File: src/rtl/nnue_if.sv
// rtl/nnue_if.sv - request/result handshake between search core and NNUE evaluator
interface nnue_if;
  logic               trigger;
  logic               player;
  logic [6:0]         row;
  logic               add;
  logic               finish;
  logic signed [15:0] out;

  modport master (output trigger, player, row, add, input finish, out);
  modport slave  (input trigger, player, row, add, output finish, out);
endinterface

File: src/rtl/nnue.sv
// rtl/nnue.sv - incremental two-accumulator NNUE evaluator
// One lane update per cycle, then a serial clipped-ReLU MAC over both accumulators.
module nnue #(
  parameter int H    = 16,
  parameter int ROWS = 128,
  parameter int WW   = 8,
  parameter int AW   = 16
) (
  input  logic clk,
  input  logic rst_n,
  nnue_if.slave bus
);
  localparam int HW = $clog2(H);
  localparam int RW = $clog2(ROWS);
  localparam int CW = $clog2(2 * H + 2);

  typedef enum logic [1:0] {S_IDLE, S_UPDATE, S_EVAL, S_DONE} state_t;

  state_t                r_state;
  logic [CW-1:0]         r_cnt;
  logic                  r_player;
  logic                  r_add;
  logic [RW-1:0]         r_row;
  logic signed [AW-1:0]  r_acc [2][H];
  logic signed [31:0]    r_mac;
  logic signed [31:0]    r_prod;
  logic                  r_finish;
  logic signed [15:0]    r_out;

  logic [HW-1:0]         w_lane;
  logic [3:0]            w_mod;
  logic signed [WW-1:0]  w_ft;
  logic signed [AW-1:0]  w_cur;
  logic signed [AW:0]    w_sum;
  logic signed [AW-1:0]  w_sat;
  logic                  w_self;
  logic                  w_sel;
  logic signed [AW-1:0]  w_x;
  logic [7:0]            w_cr;
  logic signed [WW-1:0]  w_wself;
  logic signed [WW-1:0]  w_wt;
  logic signed [31:0]    w_prod;
  logic signed [15:0]    w_mac_sat;

  always_comb begin
    w_lane  = r_cnt[HW-1:0];
    w_mod   = 4'(r_row + RW'(w_lane));
    w_ft    = $signed({{(WW-4){1'b0}}, w_mod}) - WW'(8);
    w_cur   = r_acc[r_player][w_lane];
    w_sum   = r_add ? ((AW+1)'(w_cur) + (AW+1)'(w_ft)) : ((AW+1)'(w_cur) - (AW+1)'(w_ft));
    // Overflow shows as the two top bits of the widened sum disagreeing.
    if (w_sum[AW] != w_sum[AW-1])
      w_sat = w_sum[AW] ? {1'b1, {(AW-1){1'b0}}} : {1'b0, {(AW-1){1'b1}}};
    else
      w_sat = w_sum[AW-1:0];

    w_self  = (r_cnt < CW'(H));
    w_sel   = w_self ? r_player : ~r_player;
    w_x     = r_acc[w_sel][w_lane];
    if (w_x[AW-1])
      w_cr = 8'd0;
    else if (|w_x[AW-2:7])
      w_cr = 8'd127;
    else
      w_cr = {1'b0, w_x[6:0]};
    w_wself = WW'(w_lane) - WW'(8);
    w_wt    = w_self ? w_wself : -w_wself;
    w_prod  = 32'($signed({1'b0, w_cr})) * 32'(w_wt);

    if (r_mac > 32'sd32767)
      w_mac_sat = 16'sh7fff;
    else if (r_mac < -32'sd32768)
      w_mac_sat = 16'sh8000;
    else
      w_mac_sat = r_mac[15:0];
  end

  always_ff @(posedge clk or negedge rst_n) begin
    if (!rst_n) begin
      r_state  <= S_IDLE;
      r_cnt    <= '0;
      r_player <= 1'b0;
      r_add    <= 1'b0;
      r_row    <= '0;
      r_mac    <= '0;
      r_prod   <= '0;
      r_finish <= 1'b0;
      r_out    <= '0;
      for (int p = 0; p < 2; p++)
        for (int j = 0; j < H; j++)
          r_acc[p][j] <= '0;
    end else begin
      case (r_state)
        S_IDLE: begin
          if (bus.trigger) begin
            r_player <= bus.player;
            r_row    <= bus.row[RW-1:0];
            r_add    <= bus.add;
            r_cnt    <= '0;
            r_state  <= S_UPDATE;
          end
        end
        S_UPDATE: begin
          r_acc[r_player][w_lane] <= w_sat;
          if (r_cnt == CW'(H - 1)) begin
            r_cnt   <= '0;
            r_mac   <= '0;
            r_prod  <= '0;
            r_state <= S_EVAL;
          end else begin
            r_cnt <= r_cnt + 1'b1;
          end
        end
        S_EVAL: begin
          // Product is registered, so two drain cycles follow the last term.
          r_mac  <= r_mac + r_prod;
          r_prod <= (r_cnt < CW'(2 * H)) ? w_prod : 32'sd0;
          if (r_cnt == CW'(2 * H + 1)) begin
            r_out    <= w_mac_sat;
            r_finish <= 1'b1;
            r_state  <= S_DONE;
          end else begin
            r_cnt <= r_cnt + 1'b1;
          end
        end
        S_DONE: begin
          r_finish <= 1'b0;
          r_state  <= S_IDLE;
        end
        default: r_state <= S_IDLE;
      endcase
    end
  end

  assign bus.finish = r_finish;
  assign bus.out    = r_out;
endmodule

File: src/flat_wrapper.sv
// flat-port wrapper written by rule: the top's interface ports become plain ports
module nnue_flat 
#(
  parameter int H    = 16,
  parameter int ROWS = 128,
  parameter int WW   = 8,
  parameter int AW   = 16
)
  (clk, rst_n, bus_trigger, bus_player, bus_row, bus_add, bus_finish, bus_out);
  nnue_if bus_i ();
  input  logic clk;
  input  logic rst_n;
  input wire logic [$bits(bus_i.trigger)-1:0] bus_trigger;
  input wire logic [$bits(bus_i.player)-1:0] bus_player;
  input wire logic [$bits(bus_i.row)-1:0] bus_row;
  input wire logic [$bits(bus_i.add)-1:0] bus_add;
  output wire logic [$bits(bus_i.finish)-1:0] bus_finish;
  output wire logic [$bits(bus_i.out)-1:0] bus_out;
  assign bus_i.trigger = bus_trigger;
  assign bus_i.player = bus_player;
  assign bus_i.row = bus_row;
  assign bus_i.add = bus_add;
  assign bus_finish = bus_i.finish;
  assign bus_out = bus_i.out;
  nnue #(.H(H), .ROWS(ROWS), .WW(WW), .AW(AW)) u_core (.clk(clk), .rst_n(rst_n), .bus(bus_i));
endmodule
File: config.mk
export PLATFORM = sky130hd
export DESIGN_NAME = nnue_flat
export DESIGN_NICKNAME = d
export VERILOG_FILES = /design/src/rtl/nnue_if.sv /design/src/rtl/nnue.sv /design/src/flat_wrapper.sv
export SDC_FILE = /design/constraint.sdc
export NUM_CORES = 2
export LEC_CHECK = 0
export CAP_MARGIN = 30
export CORE_MARGIN = 1.5
export CORE_UTILIZATION = 28
export CTS_CLUSTER_DIAMETER = 50
export DETAILED_ROUTE_END_ITERATION = 16
export DONT_BUFFER_PORTS = 1
export GPL_TIMING_DRIVEN = 0
export SYNTH_ARGS = -nofsm -noshare
export SYNTH_HDL_FRONTEND = slang
export SYNTH_SLANG_ARGS = --single-unit
File: constraint.sdc
create_clock -name clk -period 10.4 [get_ports clk]
set_input_delay 1.56 -clock clk [delete_from_list [all_inputs] [get_ports clk]]
set_output_delay 1.56 -clock clk [all_outputs]
set_load 0.1 [all_outputs]
== Word-level counts from Yosys, hierarchy flattened ==
Cells that the tools add are included.

* Bitwise gates (word level): 4
* $lt $le $gt $ge: 9
* Multiplexer cells: 40
* Reductions and logical operators: 13
* Equality and inequality tests: 10
* $mul: 1
* $add $sub $neg: 8

{| class="wikitable"
|+ Operator list
! cell !! count
|-
| 2-to-1 mux 256 bit || 7
|-
| bitwise mux 512 bit || 1
|-
| demux 256 bit (select 1 bit) || 1
|-
| 2-to-1 mux 16 bit || 9
|-
| binary-select mux 16 bit (select 4 bit) || 2
|-
| one-hot mux 32 bit (2 select lines) || 2
|-
| demux 16 bit (select 4 bit) || 1
|-
| 2-to-1 mux 32 bit || 2
|-
| adder 32 bit || 1
|-
| greater-than comparator 32 x 16 -> 1 bit (second input constant) || 1
|-
| less-than comparator 32 x 16 -> 1 bit (second input constant) || 1
|-
| 2-to-1 mux 6 bit || 3
|-
| one-hot mux 6 bit (3 select lines) || 1
|-
| adder 16 x 5 -> 17 bit || 1
|-
| multiplier 9 x 8 -> 17 bit || 1
|-
| 2-to-1 mux 17 bit || 1
|-
| subtractor 16 x 5 -> 17 bit || 1
|-
| 2-to-1 mux 8 bit || 2
|-
| subtractor 4 x 4 -> 5 bit (second input constant) || 2
|-
| negation 8 bit || 1
|-
| one-hot mux 2 bit (4 select lines) || 1
|-
| AND reduction 2 bit || 4
|-
| OR reduction 8 bit || 1
|-
| 2-to-1 mux 7 bit || 1
|-
| other kinds (26) || 37
|}

* Word-level logic and storage cells: 126
* Output and inout bits: 17
* Bits in registers: 607
* Bits of input ports: 12

== Logic depth before layout (Yosys ltp) ==
* Word-level depth: 15
* Gate-level depth with buffers: 33
* Mapped depth without buffers: 29

== Worst setup path before layout ==
OpenSTA, ideal clock, no wires.

* Path kind: reg2reg
* From: reg u_core.r_cnt[1]
* To: reg u_core.r_prod[14]
* Period minus slack after synthesis: 7.226 ns
* Arrival time: 7.105 ns
* Stages on the path, launching flop included: 29
* Required time: 10.279 ns
* Buffers on the path: 6
* Setup slack: 3.174 ns
* Path through: dfrtp_1 > clkbuf_1 > inv_2 > buf_1 > buf_2 > clkbuf_1 > clkbuf_1 > ha_1 > a211oi_1 > o21ai_1 > buf_2 > nor2_1 > fa_1 > fa_1 > inv_1 > fa_1 > fa_1 > inv_1 > ha_1 > a21o_1 > a21oi_1 > o21bai_1 > a21oi_1 > o21bai_1 > a21oi_1 > nor2_1 > a211oi_1 > xnor2_1 > a22o_1

* Longest elaborated chain between the ends: 15
* Elaborated cells on any way between the ends: 23
* Classes of those cells: add/sub (2); mul (1); order compare (2); eq/ne (2); mux (12); bitwise (2); reduce/logical (2)

{| class="wikitable"
|+ Ends and longest elaborated chain
! what !! line !! source
|-
| start: declaration || nnue.sv:20 || <nowiki>logic [CW-1:0] r_cnt;</nowiki>
|-
| start signal: assignment || nnue.sv:111 || <nowiki>r_cnt <= r_cnt + 1'b1;</nowiki>
|-
| start signal: assignment || nnue.sv:123 || <nowiki>r_cnt <= r_cnt + 1'b1;</nowiki>
|-
| less-than comparator 6 x 5 -> 1 bit || nnue.sv:57 || <nowiki>w_self = (r_cnt < CW'(H));</nowiki>
|-
| 2-to-1 mux 1 bit || nnue.sv:58 || <nowiki>w_sel = w_self ? r_player : ~r_player;</nowiki>
|-
| inverter 1 -> 2 bit (implied by the code) || nnue.sv:59 || <nowiki>w_x = r_acc[w_sel][w_lane];</nowiki>
|-
| 2-to-1 mux 256 bit (implied by the code) (3 in series) || nnue.sv:59 ||
|-
| binary-select mux 16 bit (select 4 bit) || nnue.sv:59 ||
|-
| 2-to-1 mux 16 bit (implied by the code) (2 in series) || nnue.sv:59 ||
|-
| OR reduction 8 bit || nnue.sv:62 || <nowiki>else if (|w_x[AW-2:7])</nowiki>
|-
| 2-to-1 mux 7 bit || nnue.sv:62 ||
|-
| 2-to-1 mux 8 bit || nnue.sv:60 || <nowiki>if (w_x[AW-1])</nowiki>
|-
| multiplier 9 x 8 -> 17 bit || nnue.sv:68 || <nowiki>w_prod = 32'($signed({1'b0, w_cr})) * 32'(w_wt);</nowiki>
|-
| 2-to-1 mux 32 bit || nnue.sv:117 || <nowiki>r_prod <= (r_cnt < CW'(2 * H)) ? w_prod : 32'sd0;</nowiki>
|-
| one-hot mux 32 bit (2 select lines) || nnue.sv:93 || <nowiki>case (r_state)</nowiki>
|-
| end signal: assignment || nnue.sv:117 ||
|-
| end: declaration || nnue.sv:26 || <nowiki>logic signed [31:0] r_prod;</nowiki>
|}

Parallel ways exist; a longest one is shown, timed or not. The select of a mux whose other input is x is not followed.
A chain may end at the register's enable or synchronous reset.

== Worst setup path after layout ==
* From: reg u_core.r_cnt[0]
* To: reg u_core.r_acc[270] in the netlist's numbering

* Longest elaborated chain between the ends: 9
* Elaborated cells on any way between the ends: 20
* Classes of those cells: add/sub (4); order compare (2); eq/ne (1); mux (11); bitwise (1); reduce/logical (1)

{| class="wikitable"
|+ Ends and longest elaborated chain
! what !! line !! source
|-
| parallel branches: the longest is 8 deep, another holds subtractor 16 x 5 -> 17 bit || -- ||
|-
| bitwise mux 512 bit * || nnue.sv:104 || <nowiki>r_acc[r_player][w_lane] <= w_sat;</nowiki>
|-
| end signal: indexed assignment || nnue.sv:104 ||
|-
| end: declaration || nnue.sv:24 || <nowiki>logic signed [AW-1:0] r_acc [2][H];</nowiki>
|}

Every way passes the cells marked *. The select of a mux whose other input is x is not followed.

==> results.yml <==
status:
  status: "finished, violations left"
  violations: "max-slew violations, negative setup slack"
critical_path:
  cpPeakStageDelay_ns: 0.78
  worstSetupPathType: "reg -> reg"
  end_kind: "flip-flop"
  crit_slowest_cell: "clkbuf_1"
  rrSetupSlack_ns: -0.02
  reg2reg_depth: 24
  path_cells: "buf_2 > buf_2 > buf_2 > buf_2 > buf_2 > buf_2 > buf_2 > buf_2 > mux4_2 > mux2i_1 > o22ai_1 > or2_2 > ha_1 > a211oi_1 > o21bai_1 > o21ai_0 > o22ai_1 > nor3_1 > o31ai_1 > xnor2_1 > clkbuf_1 > maj3_1 > clkbuf_1 > o21ai_0"
  path_common_cell: "buf_2"
  reg2reg_from: "u_core.r_cnt[0]"
  crit_arrival_ns: 10.90
  critPathRequiredTime_ns: 10.88
  start_kind: "flip-flop"
  cp_max_fo: 10
  r2r_end: "u_core.r_acc[270]"
route:
  routed_wl_um: 135200
  wl_met3_um: 16180
  routedWlPerCell_um: 27.35
  wl_met2_um: 57270
  wl_met1_um: 51480
  ant_nets: 0
  dr_total_vias: 28720
  drc: 0
  drt-pass1-iter-count: 6
  viasPerCell: 5.808
  drtIter0Drc: 4115
  topRoutingLayerUsed: "met4"
floorplan:
  die_w_um: 347.9
  ios: 29
  core_um2: 118100
  start_util: 0.2821
  core.rowCount: 126
  fp.dieH_um: 347.9
  die_area_um2: 121100
timing:
  setup_viol: 2
  fin_ws_ns: -0.02053
  period_share: 1.002
  rsz0062_at_grt: "no"
  worst_pin_slew_ns: 2.190
  slew_headroom: -0.4600
  holdWs_ns: 0.4818
  drv_slew: 333
  skew_ns: 0.04577
  finalHoldViolations: 0
  max_freq_ghz: 0.09596
  fin_crit_ns: 10.42
layout:
  nNetsFinal: 3512
  drive_gt1_frac: 0.1268
  seq_area_um2: 14790
  syn2layout_area_growth_pct: 14.07
  fillers: 12010
  final_cell_count_no_fill: 4945
  stdcell_area_um2: 38000
  multi_input_area_um2: 17100
  fin_util: 0.3218
logic_synthesis:
  avgSynthCellArea_um2: 10.20
  async_flop_share: 1.000
  synth_cell_types: 79
  syn_area_um2: 33310
  synth.most_common_cell: "nand2_1"
  synthTopCellsByArea: "dfrtp_1 (44%), mux4_2 (14%), o21ai_0 (9.1%)"
  synth_edf_count: 0
  yosysTopAreaCell: "dfrtp_1"
  ys_top_cells_by_count: "nand2_1 (663), o21ai_0 (609), dfrtp_1 (591), mux4_2 (205), clkbuf_1 (199)"
  ys_seq_elements: 591
  synth.yosys.seq_area_share: 0.4439
  syn_nets: 3420
  synth_top_area_frac: 0.4439
  syn_inst: 3265
  ys.flop_type: "dfrtp_1"
  ys.warnings.count: 0
run:
  cap_violations: 0
hold_path:
  hold_end: "u_core.r_acc[283]"
  hold_depth: 2
  holdCritStartpoint: "u_core.r_acc[283]"
  hp-class: "reg -> reg"
grt:
  grt_usage: 0.2208
  grt_overflow: 0
  grt_pass1_vias: 27670
  grt_first_pass_wirelength_um: 195300
  grt_start_max_net_pins: 592
  antenna_found_initial: 0
clocking:
  clock_path_buffers: 3
  cts.sinks: 591
  htree_levels: 3
  clk_latency_ns: 0.65
  postCtsHoldBufs: 0
  tritoncts: "done"
  cts_buffers: 73
  clkSlewWorstSetupHoldPaths_ns: 0.06
  root_buffer: "clkbuf_16"
placement:
  port_buffers: 0
  place_inst: 4816
  hpwl_um: 98250
  placed_area_um2: 35450
  gp_congestion: 1.040
placed cells by master, fill, tap and decap left out, types with 13 or more instances in the layout:
| cell | n |
|---|---|
| a211oi_1 | 29 |
| a21o_1 | 26 |
| a21oi_1 | 60 |
| a22o_1 | 19 |
| a32o_1 | 16 |
| and3_1 | 16 |
| buf_2 | 45 |
| clkbuf_1 | 198 |
| clkbuf_16 | 75 |
| dfrtp_1 | 591 |
| fa_1 | 34 |
| ha_1 | 109 |
| inv_1 | 92 |
| mux2i_1 | 60 |
| mux4_2 | 205 |
| nand2_1 | 663 |
| nand3_1 | 38 |
| nor2_1 | 107 |
| nor3_1 | 32 |
| nor4_1 | 28 |
| o21ai_0 | 609 |
| o311ai_0 | 13 |
| or3_1 | 15 |
| xnor2_1 | 27 |
| xor2_1 | 27 |
per-layer routing:
layer | vias up | track usage
met5 | - | 0.002001
met4 | 0 | 0.1430
met3 | 495 | 0.07176
met2 | 1876 | 0.3203
met1 | 14460 | 0.2812
li1 | 11890 | -
logic make-up (layout without fill, tap and decap cells):
kind of cell,after synthesis,count (layout),synth area share
buffers and inverters,354,495,0.04267
muxes,279,279,0.1623
adders and majority gates,150,150,0.06347
other,0,3,0
and+or+nand+nor,965,965,0.1218
DFF,591,591,0.4439
xor gates and xnor gates,58,58,0.01649
AOI/OAI and AO/OA,868,868,0.1494
critical path: cells and delay by family, from the launching register on:
family	cells	cell delay, ns
AO/OA/AOI/OAI	7	1.78
XOR/XNOR	1	0.48
adder cells (fa/ha/maj)	2	0.80
buffers and inverters	10	4.84
flip-flops	1	0.54
multiplexers	2	0.98
AND/OR/NAND/NOR	2	0.75
timing repair:
action / CTS / global route
endpoints found under the setup margin: 0 / 85
resized for setup: 0 / 25
buffers inserted: 0 / 0
final cells by class:
type                            count  share of cell area
Timing Repair Buffer               17            0.006190
Buffer                            260             0.02861
Tap cell                         1536             0.05057
Clock buffer                       92             0.05265
Clock inverter                     32             0.01327
Inverter                           94            0.009285
Antenna cell                        3           0.0001976
Sequential cell                   591              0.3892
Multi-Input combinational cell   2320              0.4501
metrics by stage:
step           setup TNS (ns)  worst slack (ns)
6_report             -0.02958          -0.02053
4_1_cts                     0            0.4480
3_3_place_gp                0            0.2800
2_1_floorplan               0             3.174
3_5_place_dp                0            0.4124
5_1_grt                     0           0.01570
state kept, by name, indices dropped and copies added (netlist names):
name / flops
u_core.r_cnt: 6
u_core.bus.finish: 1
u_core.bus.out: 16
u_core.r_add: 1
u_core.r_acc: 512
u_core.r_row: 4
u_core.r_state: 2
u_core.r_prod: 16
u_core.r_player: 1
u_core.r_mac: 32
how the worst max path moves through the flow:
stage / from / end / slack, ns / depth (start not counted)
floorplan: u_core.r_cnt[1] / u_core.r_prod[14] / 3.17 / 28
global placement: u_core.r_cnt[0] / u_core.r_acc[301] / 0.28 / 25
detailed placement: u_core.r_cnt[0] / u_core.r_acc[221] / 0.41 / 27
CTS: u_core.r_cnt[0] / u_core.r_acc[221] / 0.45 / 27
global route: u_core.r_cnt[0] / u_core.r_acc[504] / 0.02 / 25
finish: u_core.r_cnt[0] / u_core.r_acc[270] / -0.02 / 24
Power is not shown: default switching activity piles up to over one toggle a cycle in this logic, so the estimate is an artifact.
